==> src/rtl/pipe_pkg.sv <==
// Shared definitions for the issue-pipeline inter-stage registers.
//   pipe_state_e    : occupancy state of a skid register (EMPTY, MAIN, SKID_FULL)
//   lane_payload_t  : one lane of opaque payload at the default lane width
//   state_occupancy : number of entries held in a given state
package pipe_pkg;

  typedef enum logic [1:0] {
    EMPTY     = 2'd0,
    MAIN      = 2'd1,
    SKID_FULL = 2'd2
  } pipe_state_e;

  localparam int unsigned PIPE_DATA_W = 256;

  typedef logic [PIPE_DATA_W-1:0] lane_payload_t;

  // Entries held for each state; the unused encoding maps to zero.
  function automatic logic [1:0] state_occupancy(input pipe_state_e s);
    logic [1:0] occ;
    case (s)
      EMPTY:     occ = 2'd0;
      MAIN:      occ = 2'd1;
      SKID_FULL: occ = 2'd2;
      default:   occ = 2'd0;
    endcase
    return occ;
  endfunction

endpackage

==> src/rtl/pipe_bundle_reg.sv <==
// One LANES-wide bundle entry (per-lane valid + payload).
//   clk, rst     : clock, synchronous active-high reset
//   load_i       : capture d_vld_i/d_data_i; lanes loaded invalid store zero payload
//   clr_lane_i   : zero selected lanes of the value written this edge (loaded or held)
//   clr_all_i    : zero the whole entry; overrides load and clr_lane_i
//   d_vld_i/d_data_i : incoming lane valids / payload (lane i at [i*DATA_W +: DATA_W])
//   q_vld_o/q_data_o : registered lane valids / payload
module pipe_bundle_reg
  import pipe_pkg::*;
#(
  parameter int unsigned LANES  = 2,
  parameter int unsigned DATA_W = 256
) (
  input  logic                    clk,
  input  logic                    rst,
  input  logic                    load_i,
  input  logic                    clr_all_i,
  input  logic [LANES-1:0]        clr_lane_i,
  input  logic [LANES-1:0]        d_vld_i,
  input  logic [LANES*DATA_W-1:0] d_data_i,
  output logic [LANES-1:0]        q_vld_o,
  output logic [LANES*DATA_W-1:0] q_data_o
);

  logic [LANES-1:0]        vld_q, vld_d;
  logic [LANES*DATA_W-1:0] data_q, data_d;

  // Next entry value: load with bubble gating, then lane clears, then clear-all.
  always_comb begin
    vld_d  = vld_q;
    data_d = data_q;
    if (load_i) begin
      for (int i = 0; i < int'(LANES); i++) begin
        vld_d[i] = d_vld_i[i];
        data_d[i*DATA_W +: DATA_W] = d_vld_i[i] ? d_data_i[i*DATA_W +: DATA_W] : '0;
      end
    end else begin
      vld_d  = vld_q;
      data_d = data_q;
    end
    for (int i = 0; i < int'(LANES); i++) begin
      if (clr_lane_i[i]) begin
        vld_d[i] = 1'b0;
        data_d[i*DATA_W +: DATA_W] = '0;
      end else begin
        vld_d[i] = vld_d[i];
      end
    end
    if (clr_all_i) begin
      vld_d  = '0;
      data_d = '0;
    end else begin
      vld_d  = vld_d;
    end
  end

  // Entry storage.
  always_ff @(posedge clk) begin
    if (rst) begin
      vld_q  <= '0;
      data_q <= '0;
    end else begin
      vld_q  <= vld_d;
      data_q <= data_d;
    end
  end

  assign q_vld_o  = vld_q;
  assign q_data_o = data_q;

endmodule

==> src/rtl/issue_pipe_skid_reg.sv <==
// Inter-stage register for the multi-issue pipeline with optional 2-entry skid.
//   clk, rst                 : clock, synchronous active-high reset
//   in_valid/in_ready        : upstream bundle handshake
//   in_lane_vld/in_data      : per-lane valid / payload of the incoming bundle
//   out_valid/out_ready      : downstream handshake; out_* come straight from the main entry
//   out_lane_vld/out_data    : per-lane valid / payload of the main entry
//   flush_lane               : zero lanes of the main entry at this edge
//   flush_all                : drop every entry at this edge (highest priority after rst)
//   occupancy                : entries held (0..2)
//   stall_cnt                : saturating count of out_valid & !out_ready cycles
module issue_pipe_skid_reg
  import pipe_pkg::*;
#(
  parameter int unsigned LANES  = 2,
  parameter int unsigned DATA_W = 256,
  parameter int unsigned SKID   = 1,
  parameter int unsigned CNT_W  = 32
) (
  input  logic                    clk,
  input  logic                    rst,
  input  logic                    in_valid,
  input  logic [LANES-1:0]        in_lane_vld,
  input  logic [LANES*DATA_W-1:0] in_data,
  output logic                    in_ready,
  output logic                    out_valid,
  output logic [LANES-1:0]        out_lane_vld,
  output logic [LANES*DATA_W-1:0] out_data,
  input  logic                    out_ready,
  input  logic [LANES-1:0]        flush_lane,
  input  logic                    flush_all,
  output logic [1:0]              occupancy,
  output logic [CNT_W-1:0]        stall_cnt
);

  pipe_state_e             state_q, state_d;
  logic                    out_valid_q;
  logic [1:0]              occupancy_q;
  logic [CNT_W-1:0]        stall_cnt_q;

  logic                    rdy_s, in_fire_s, out_fire_s;
  logic                    main_load_s, main_from_skid_s, main_drain_s;
  logic                    skid_load_s, skid_drain_s;
  logic [LANES-1:0]        main_vld_s, skid_vld_s, main_d_vld_s;
  logic [LANES*DATA_W-1:0] main_data_s, skid_data_s, main_d_data_s;

  // Acceptance: with a skid, ready depends only on state so it never sees out_ready.
  always_comb begin
    if (SKID != 0) begin
      rdy_s = (state_q != SKID_FULL);
    end else begin
      rdy_s = !out_valid_q | out_ready;
    end
  end

  assign in_ready   = rdy_s & !flush_all & !rst;
  assign in_fire_s  = in_valid & in_ready;
  assign out_fire_s = out_valid_q & out_ready;

  // Entry control and next state.
  always_comb begin
    main_load_s      = 1'b0;
    main_from_skid_s = 1'b0;
    main_drain_s     = 1'b0;
    skid_load_s      = 1'b0;
    skid_drain_s     = 1'b0;
    state_d          = state_q;
    case (state_q)
      EMPTY: begin
        if (in_fire_s) begin
          main_load_s = 1'b1;
          state_d     = MAIN;
        end else begin
          state_d     = EMPTY;
        end
      end
      MAIN: begin
        if (in_fire_s & out_fire_s) begin
          main_load_s  = 1'b1;
          state_d      = MAIN;
        end else if (out_fire_s) begin
          main_drain_s = 1'b1;
          state_d      = EMPTY;
        end else if (in_fire_s && (SKID != 0)) begin
          skid_load_s  = 1'b1;
          state_d      = SKID_FULL;
        end else begin
          state_d      = MAIN;
        end
      end
      SKID_FULL: begin
        if (out_fire_s) begin
          main_load_s      = 1'b1;
          main_from_skid_s = 1'b1;
          skid_drain_s     = 1'b1;
          state_d          = MAIN;
        end else begin
          state_d          = SKID_FULL;
        end
      end
      default: begin
        state_d = EMPTY;
      end
    endcase
    if (flush_all) begin
      state_d = EMPTY;
    end else begin
      state_d = state_d;
    end
  end

  // State with its registered status outputs.
  always_ff @(posedge clk) begin
    if (rst) begin
      state_q     <= EMPTY;
      out_valid_q <= 1'b0;
      occupancy_q <= 2'd0;
    end else begin
      state_q     <= state_d;
      out_valid_q <= (state_d != EMPTY);
      occupancy_q <= state_occupancy(state_d);
    end
  end

  // Saturating stall counter; only reset clears it.
  always_ff @(posedge clk) begin
    if (rst) begin
      stall_cnt_q <= '0;
    end else if (out_valid_q && !out_ready && (stall_cnt_q != {CNT_W{1'b1}})) begin
      stall_cnt_q <= stall_cnt_q + {{(CNT_W-1){1'b0}}, 1'b1};
    end else begin
      stall_cnt_q <= stall_cnt_q;
    end
  end

  assign main_d_vld_s  = main_from_skid_s ? skid_vld_s  : in_lane_vld;
  assign main_d_data_s = main_from_skid_s ? skid_data_s : in_data;

  pipe_bundle_reg #(.LANES(LANES), .DATA_W(DATA_W)) u_main (
    .clk        (clk),
    .rst        (rst),
    .load_i     (main_load_s),
    .clr_all_i  (flush_all | main_drain_s),
    .clr_lane_i (flush_lane),
    .d_vld_i    (main_d_vld_s),
    .d_data_i   (main_d_data_s),
    .q_vld_o    (main_vld_s),
    .q_data_o   (main_data_s)
  );

  generate
    if (SKID != 0) begin : g_skid
      pipe_bundle_reg #(.LANES(LANES), .DATA_W(DATA_W)) u_skid (
        .clk        (clk),
        .rst        (rst),
        .load_i     (skid_load_s),
        .clr_all_i  (flush_all | skid_drain_s),
        .clr_lane_i ({LANES{1'b0}}),
        .d_vld_i    (in_lane_vld),
        .d_data_i   (in_data),
        .q_vld_o    (skid_vld_s),
        .q_data_o   (skid_data_s)
      );
    end else begin : g_no_skid
      assign skid_vld_s  = '0;
      assign skid_data_s = '0;
    end
  endgenerate

  assign out_valid    = out_valid_q;
  assign out_lane_vld = main_vld_s;
  assign out_data     = main_data_s;
  assign occupancy    = occupancy_q;
  assign stall_cnt    = stall_cnt_q;

endmodule

==> config.mk <==
export PLATFORM = sky130hd
export DESIGN_NAME = issue_pipe_skid_reg
export DESIGN_NICKNAME = d
export VERILOG_FILES = /design/src/rtl/pipe_pkg.sv /design/src/rtl/pipe_bundle_reg.sv /design/src/rtl/issue_pipe_skid_reg.sv
export SDC_FILE = /design/constraint.sdc
export NUM_CORES = 2
export LEC_CHECK = 0
export ABC_AREA = 1
export BUFFER_PORTS_ARGS = -buffer_cell sky130_fd_sc_hd__buf_4
export CORE_AREA = 3 3 414 416
export DETAILED_ROUTE_END_ITERATION = 7
export DIE_AREA = 0 0 417 419
export MAX_ROUTING_LAYER = met4
export REMOVE_ABC_BUFFERS = 1
export SETUP_SLACK_MARGIN = 0.4
export SYNTH_ARGS = -nofsm -noshare
export SYNTH_HDL_FRONTEND = slang
export SYNTH_SLANG_ARGS = --single-unit
export TNS_END_PERCENT = 100
==> constraint.sdc <==
create_clock -name clk -period 2.75 [get_ports clk]
set_clock_uncertainty 0.2 [all_clocks]
set_input_delay 0.55 -clock clk [delete_from_list [all_inputs] [get_ports clk]]
set_output_delay 0.55 -clock clk [all_outputs]
set_load 0.05 [all_outputs]
-- Yosys cells after proc, flatten, opt, wreduce, memory -nomap -nowiden
Index checks and enable logic that the tools add are counted.
- register bits after elaboration: 1065
- latch bits: 0
- memory bits (writable): 0
- bits in read-only memories: 0
- output and inout bits: 550
- word-level logic and storage cells: 58
- memories kept: 0
- $add $sub $neg: 1
- $mul: 0
- div/mod/pow operators: 0
- order comparisons: 0
- equal/unequal tests: 6
- shift-type cells: 0
- mux-type cells: 24
- bitwise gates (word level): 7
- reduce and logical (&&, ||, !) cells: 10
- operators with widths (operator ; count):
    $mux W256 ; 4
    $mux W512 ; 1
    $add A32 B1 Y32 const B ; 1
    $ne A32 B32 Y1 const B ; 1
    $mux W2 ; 6
    $mux W1 ; 10
    $pmux W2 S3 ; 1
    $reduce_or A3 Y1 ; 2
    $and A1 B1 Y1 ; 5
    $eq A2 B1 Y1 const B ; 2
    $eq A2 B2 Y1 const B ; 2
    $pmux W2 S2 ; 1
    $logic_not A1 Y1 ; 3
    $pmux W1 S3 ; 1
    $logic_and A1 B1 Y1 ; 2
    $logic_not A2 Y1 ; 1
    $ne A2 B2 Y1 const B ; 1
    $or A1 B1 Y1 ; 2
    $reduce_bool A2 Y1 ; 1
    $reduce_or A2 Y1 ; 1

-- Depth between registers and ports, before layout
- depth after elaboration: 11
- gate-level depth with buffers: 15
- depth with buffers taken out: 14

-- Hierarchy
From an unflattened synthesis, not the netlist that was laid out.
- cells, all modules: 6627
- area total of the unflattened synthesis: 46355.7 um2
- modules (own cells, without submodules) (module ; times used ; cells an instance ; area each (um2) ; seq. area each (um2)):
    pipe_bundle_reg ; 2 ; 2289 ; 18731.7 ; 10289.9
    issue_pipe_skid_reg ; 1 ; 2049 ; 8892.3 ; 740.7

-- Worst setup path after synthesis
No wires, ideal clock.
- path kind: in2reg
- from: input rst
- to: register g_skid.u_skid.data_q[413], in the netlist g_skid.u_skid.q_data_o[413]
- arrival time: 2317 ps
- data required time: 2430 ps
- setup slack: 114 ps
- stages: 15
- path through: buf_6 nor2_4 inv_2 nor2_4 nand2_1 inv_1 ha_1 inv_1 nor2_1 inv_2 buf_4 buf_4 clkbuf_1 nand2_1 a21oi_1
- longest elaborated chain between the ends: 7
- ends and longest elaborated chain (element ; line ; source):
    from (decl) ; issue_pipe_skid_reg.sv:20 ; input logic rst,
    $logic_not A1 Y1 * ; issue_pipe_skid_reg.sv:55 ; assign in_ready = rdy_s & !flush_all & !rst;
    $and A1 B1 Y1 * ; issue_pipe_skid_reg.sv:55 ;
    via in_ready ; issue_pipe_skid_reg.sv:24 ; output logic in_ready,
    $and A1 B1 Y1 * ; issue_pipe_skid_reg.sv:56 ; assign in_fire_s = in_valid & in_ready;
    $mux W1 ; issue_pipe_skid_reg.sv:83 ; end else if (in_fire_s && (SKID != 0)) begin
    $mux W1 ; issue_pipe_skid_reg.sv:80 ; end else if (out_fire_s) begin
    $mux W1 * ; issue_pipe_skid_reg.sv:77 ; if (in_fire_s & out_fire_s) begin
    $mux W1 * ; issue_pipe_skid_reg.sv:67 ; case (state_q)
    to (signal assigned) ; pipe_bundle_reg.sv:64 ; data_q <= data_d;
    to (decl) ; pipe_bundle_reg.sv:26 ; logic [LANES*DATA_W-1:0] data_q, data_d;
Mark *: on every way through the listed nets, which the timed path passes. The rest lies on a longest branch.
A chain may end at the register's enable or synchronous reset.

-- Worst setup path in the final report
- from: register state_q[0]
- to: register g_skid.u_skid.data_q[3], in the netlist g_skid.u_skid.q_data_o[3]
- longest elaborated chain between the ends: 8
- ends and longest elaborated chain (element ; line ; source):
    from (decl) ; issue_pipe_skid_reg.sv:35 ; pipe_state_e state_q, state_d;
    from (signal assigned) ; issue_pipe_skid_reg.sv:118 ; state_q <= state_d;
    $ne A2 B2 Y1 ; issue_pipe_skid_reg.sv:49 ; rdy_s = (state_q != SKID_FULL);
    $and A1 B1 Y1 (2 in a row) ; issue_pipe_skid_reg.sv:55 ;
    $and A1 B1 Y1 ; issue_pipe_skid_reg.sv:56 ;
    $mux W1 ; issue_pipe_skid_reg.sv:83 ;
    $mux W1 ; issue_pipe_skid_reg.sv:80 ;
    $mux W1 ; issue_pipe_skid_reg.sv:77 ;
    $mux W1 ; issue_pipe_skid_reg.sv:67 ;
Parallel ways exist; a longest one is shown, timed or not.

==> run_results.csv <==
group,metric,value,unit
worst_setup_path,startpoint,"state_q[0]",
power_and_ir_drop,p_int,0.0261,W
final_layout,drive_above_1_share,0.243,
power_and_ir_drop,p_per_area,495,mW/mm2
worst_setup_path,critPathBufInv,10,
yosys,synth_edf_count,0,
route,antenna_left,0,
die,start_util,0.267,
final_layout,layout.nets,8652,
power_and_ir_drop,power.share.clock,0.470,
power_and_ir_drop,power.total,0.0347,W
final_layout,final_cell_area,0.0701,mm2
cts,cts_root_buf,"clkbuf_16",
worst_setup_path,criticalPathCategory,"flop to flop",
outcome,status,"completed",
cts,cts_inserted_buffers,118,
global_routing,grt_pass1_wl,274000,um
worst_setup_path,crit_fanout,8,
place,dpl_worst_slack,-0.196,ns
route,drc,0,
cts,clk_latency,0.76,ns
global_routing,overflow,0,
global_routing,grtUsageTotal,0.203,
worst_setup_path,startpoint_type,"flop",
worst_setup_path,worstReg2RegStart,"state_q[0]",
worst_setup_path,crit_family,"buffers and inverters",
cts,clk_pin_slew_worst_paths,0.07,ns
sta,max-slew-margin-rel,0.373,
sta,period_share,0.869,
die,dieArea,0.175,mm2
sta,setup_viol,0,
sta,hold_viol,0,
run,cap_viol_max_count,0,
worst_setup_path,worstPathArrival,2.80,ns
cts,cts_tree,"yes",
die,row_count,150,
route,drt-initial-drc-count,4830,
die,die_h,419,um
route,viasPerCell,4.92,
yosys,synthesis.area,0.0448,mm2
yosys,ys_types,30,
sta,period_minus_slack,2.39,ns
power_and_ir_drop,pwr-share-comb,0.083,
place,dp_hpwl,121000,um
cts,cts_sinks,1065,
die,ioPinCount,1071,
sta,max_freq,418,MHz
die,dieWidth,417,um
route,firstDrtPassIters,7,
worst_setup_path,crit_path_frequent_cell,"inv_2",
sta,rsz0062_at_grt,"yes",
power_and_ir_drop,power.net_switching,0.00862,W
worst_setup_path,cp_cell_sequence,"inv_2 -> nand2_4 -> inv_4 -> nor2_4 -> nand2_2 -> inv_2 -> ha_4 -> inv_2 -> nor2_1 -> buf_4 -> clkinv_8 -> buf_12 -> buf_16 -> clkbuf_16 -> clkbuf_16 -> nand2_4 -> a21oi_2",
yosys,ys.warnings.count,0,
worst_setup_path,slowest_stage,"dfxtp_2",
route,wl_per_cell,19.7,um
power_and_ir_drop,seq_power_share,0.447,
worst_setup_path,crit_required,3.16,ns
place,gp_congestion,0.912,
yosys,yosysSeqAreaShare,0.476,
worst_setup_path,end_kind,"flop",
global_routing,grt_max_degree,144,
sta,timing.setup.tns,0,ns
route,via_count,51400,
sta,drv_slew,0,
final_layout,syn2layout_area_growth,56.4,%
cts,h-tree-depth,3,
worst_hold_path,worstHoldStart,"rst",
yosys,synth-seq-cells,1065,
power_and_ir_drop,ir_worst_vdd,551,uV
power_and_ir_drop,p_leak,28.4,nW
yosys,netlist_instances,6537,
place,dpl_cell_area,0.0560,mm2
global_routing,grt_pass1_vias,46600,
sta,worst_slack,0.360,ns
yosys,ys_async_sr_fraction,0,
global_routing,antenna_found_initial,17,
route,wirelength,206000,um
final_layout,fin_util,0.418,
place,numPortBuffers,1070,
yosys,avgSynthCellArea,6.85,um2
cts,clock_path_buffers,3,
worst_hold_path,hold_class,"primary input to flop",
worst_setup_path,slowest_delay,0.32,ns
power_and_ir_drop,swShare,0.249,
yosys,ys.flop_type,"dfxtp_1",
die,fp.coreArea,0.168,mm2
sta,tightest_slew,0.941,ns
## cell usage after synthesis, drive strengths merged (3+ instances only)
library cell  number  area share
nor2              92      0.0085
a21oi           1057        0.12
inv               44      0.0037
nand3b             3     0.00059
clkbuf           134       0.011
buf              380       0.049
ha                 4      0.0011
o21ai              7     0.00078
nand4              6     0.00084
nand2           3191        0.27
dfxtp           1065        0.48
nand3            544       0.061
## kinds of logic after synthesis
group	after synthesis	synth area share
adders and majority gates	4	0.00112
DFF	1065	0.476
AOI/OAI and AO/OA	1065	0.119
buffers and inverters	560	0.0644
xor gates and xnor gates	3	0.000587
and+or+nand+nor	3840	0.339
## area by class of cell
class                   count  area, um2
clock buffers             173       3430
well taps                2204       2760
repair inverters            2       32.5
repair buffers           1982      19500
fillers                 16400      97500
multi-input cells        4912      22100
inverters                  46        241
flip-flops and latches   1065      21300
diodes                     19       47.5
clock inverters            49        542
## placed cells by master (no fill, tap or decap), types with 17 or more instances in the layout
cell and instances:
clkbuf_1 28, nand2_4 97, clkbuf_8 27, buf_12 83, diode_2 19, nor2_1 85
buf_16 41, buf_4 1221, inv_1 35, clkinv_2 26, nand3_1 542, buf_8 17
dfxtp_1 1062, nand2_2 45, a21oi_1 884, clkbuf_16 187, buf_6 33, a21oi_2 172
nand2_1 3048, dlygate4sd3_1 516
## per-layer routing
layer | global-route usage | vias to the layer above | part of all wire
met5 | - | - | 0
met1 | 0.238 | 24300 | 0.39
met2 | 0.341 | 2375 | 0.48
met4 | 0.0928 | 0 | 0.054
li1 | - | 24200 | -
met3 | 0.0327 | 552 | 0.069
## path summary, 6_finish.rpt
check                               endpoint  slack [ns]  cells past startpoint
setup / recovery   g_skid.u_skid.q_data_o[3]        0.36                     17
setup reg to reg   g_skid.u_skid.q_data_o[3]        0.36                     17
hold reg to reg   g_skid.u_skid.q_data_o[12]        0.26                      2
hold / removal                    state_q[1]         0.1                      5
## state kept, by name, indices dropped and copies added, names as in the netlist
name	cells
g_skid.u_skid.q_data_o	512
u_main.q_data_o	512
stall_cnt	32
g_skid.u_skid.q_vld_o	2
occupancy	2
state_q	2
u_main.q_vld_o	2
out_valid	1
## stage by stage
stage               instances  hold slack, ns
floorplan                6023           0.245
global placement         9554           0.248
detailed placement       9554           0.251
CTS                     10300         0.00159
global route            10500          0.0267
finish                  10500          0.0986
## worst reg2reg max path, stage by stage, from the launching register on
cell and delay (ns):
dfxtp_2 0.32, inv_2 0.05, nand2_4 0.06, inv_4 0.04
nor2_4 0.10, nand2_2 0.07, inv_2 0.07, ha_4 0.12
inv_2 0.03, nor2_1 0.09, buf_4 0.16, clkinv_8 0.07
buf_12 0.13, buf_16 0.16, clkbuf_16 0.23, clkbuf_16 0.24
nand2_4 0.09, a21oi_2 0.04
## what timing repair did
item,in CTS,in global routing
endpoints found under the setup margin,815,952
resized for setup,38,534
pin swaps,3,212
endpoints found under the hold margin,1013,0
setup buffers,11,26
cloned,11,93
hold buffers,516,0
## power groups by stage
stage / clock (W) / combinational, W / sequential [W]
final: 0.0163 / 0.00289 / 0.0155
after global routing: 0.0172 / 0.00308 / 0.0155
after CTS: 0.0165 / 0.00272 / 0.0155
after detailed placement: 0 / 0.00206 / 0.0158
after global placement: 0 / 0.00205 / 0.0158
after floorplan: 0 / 0.000690 / 0.0159
Note: power is estimated with default switching activity, not from simulation.
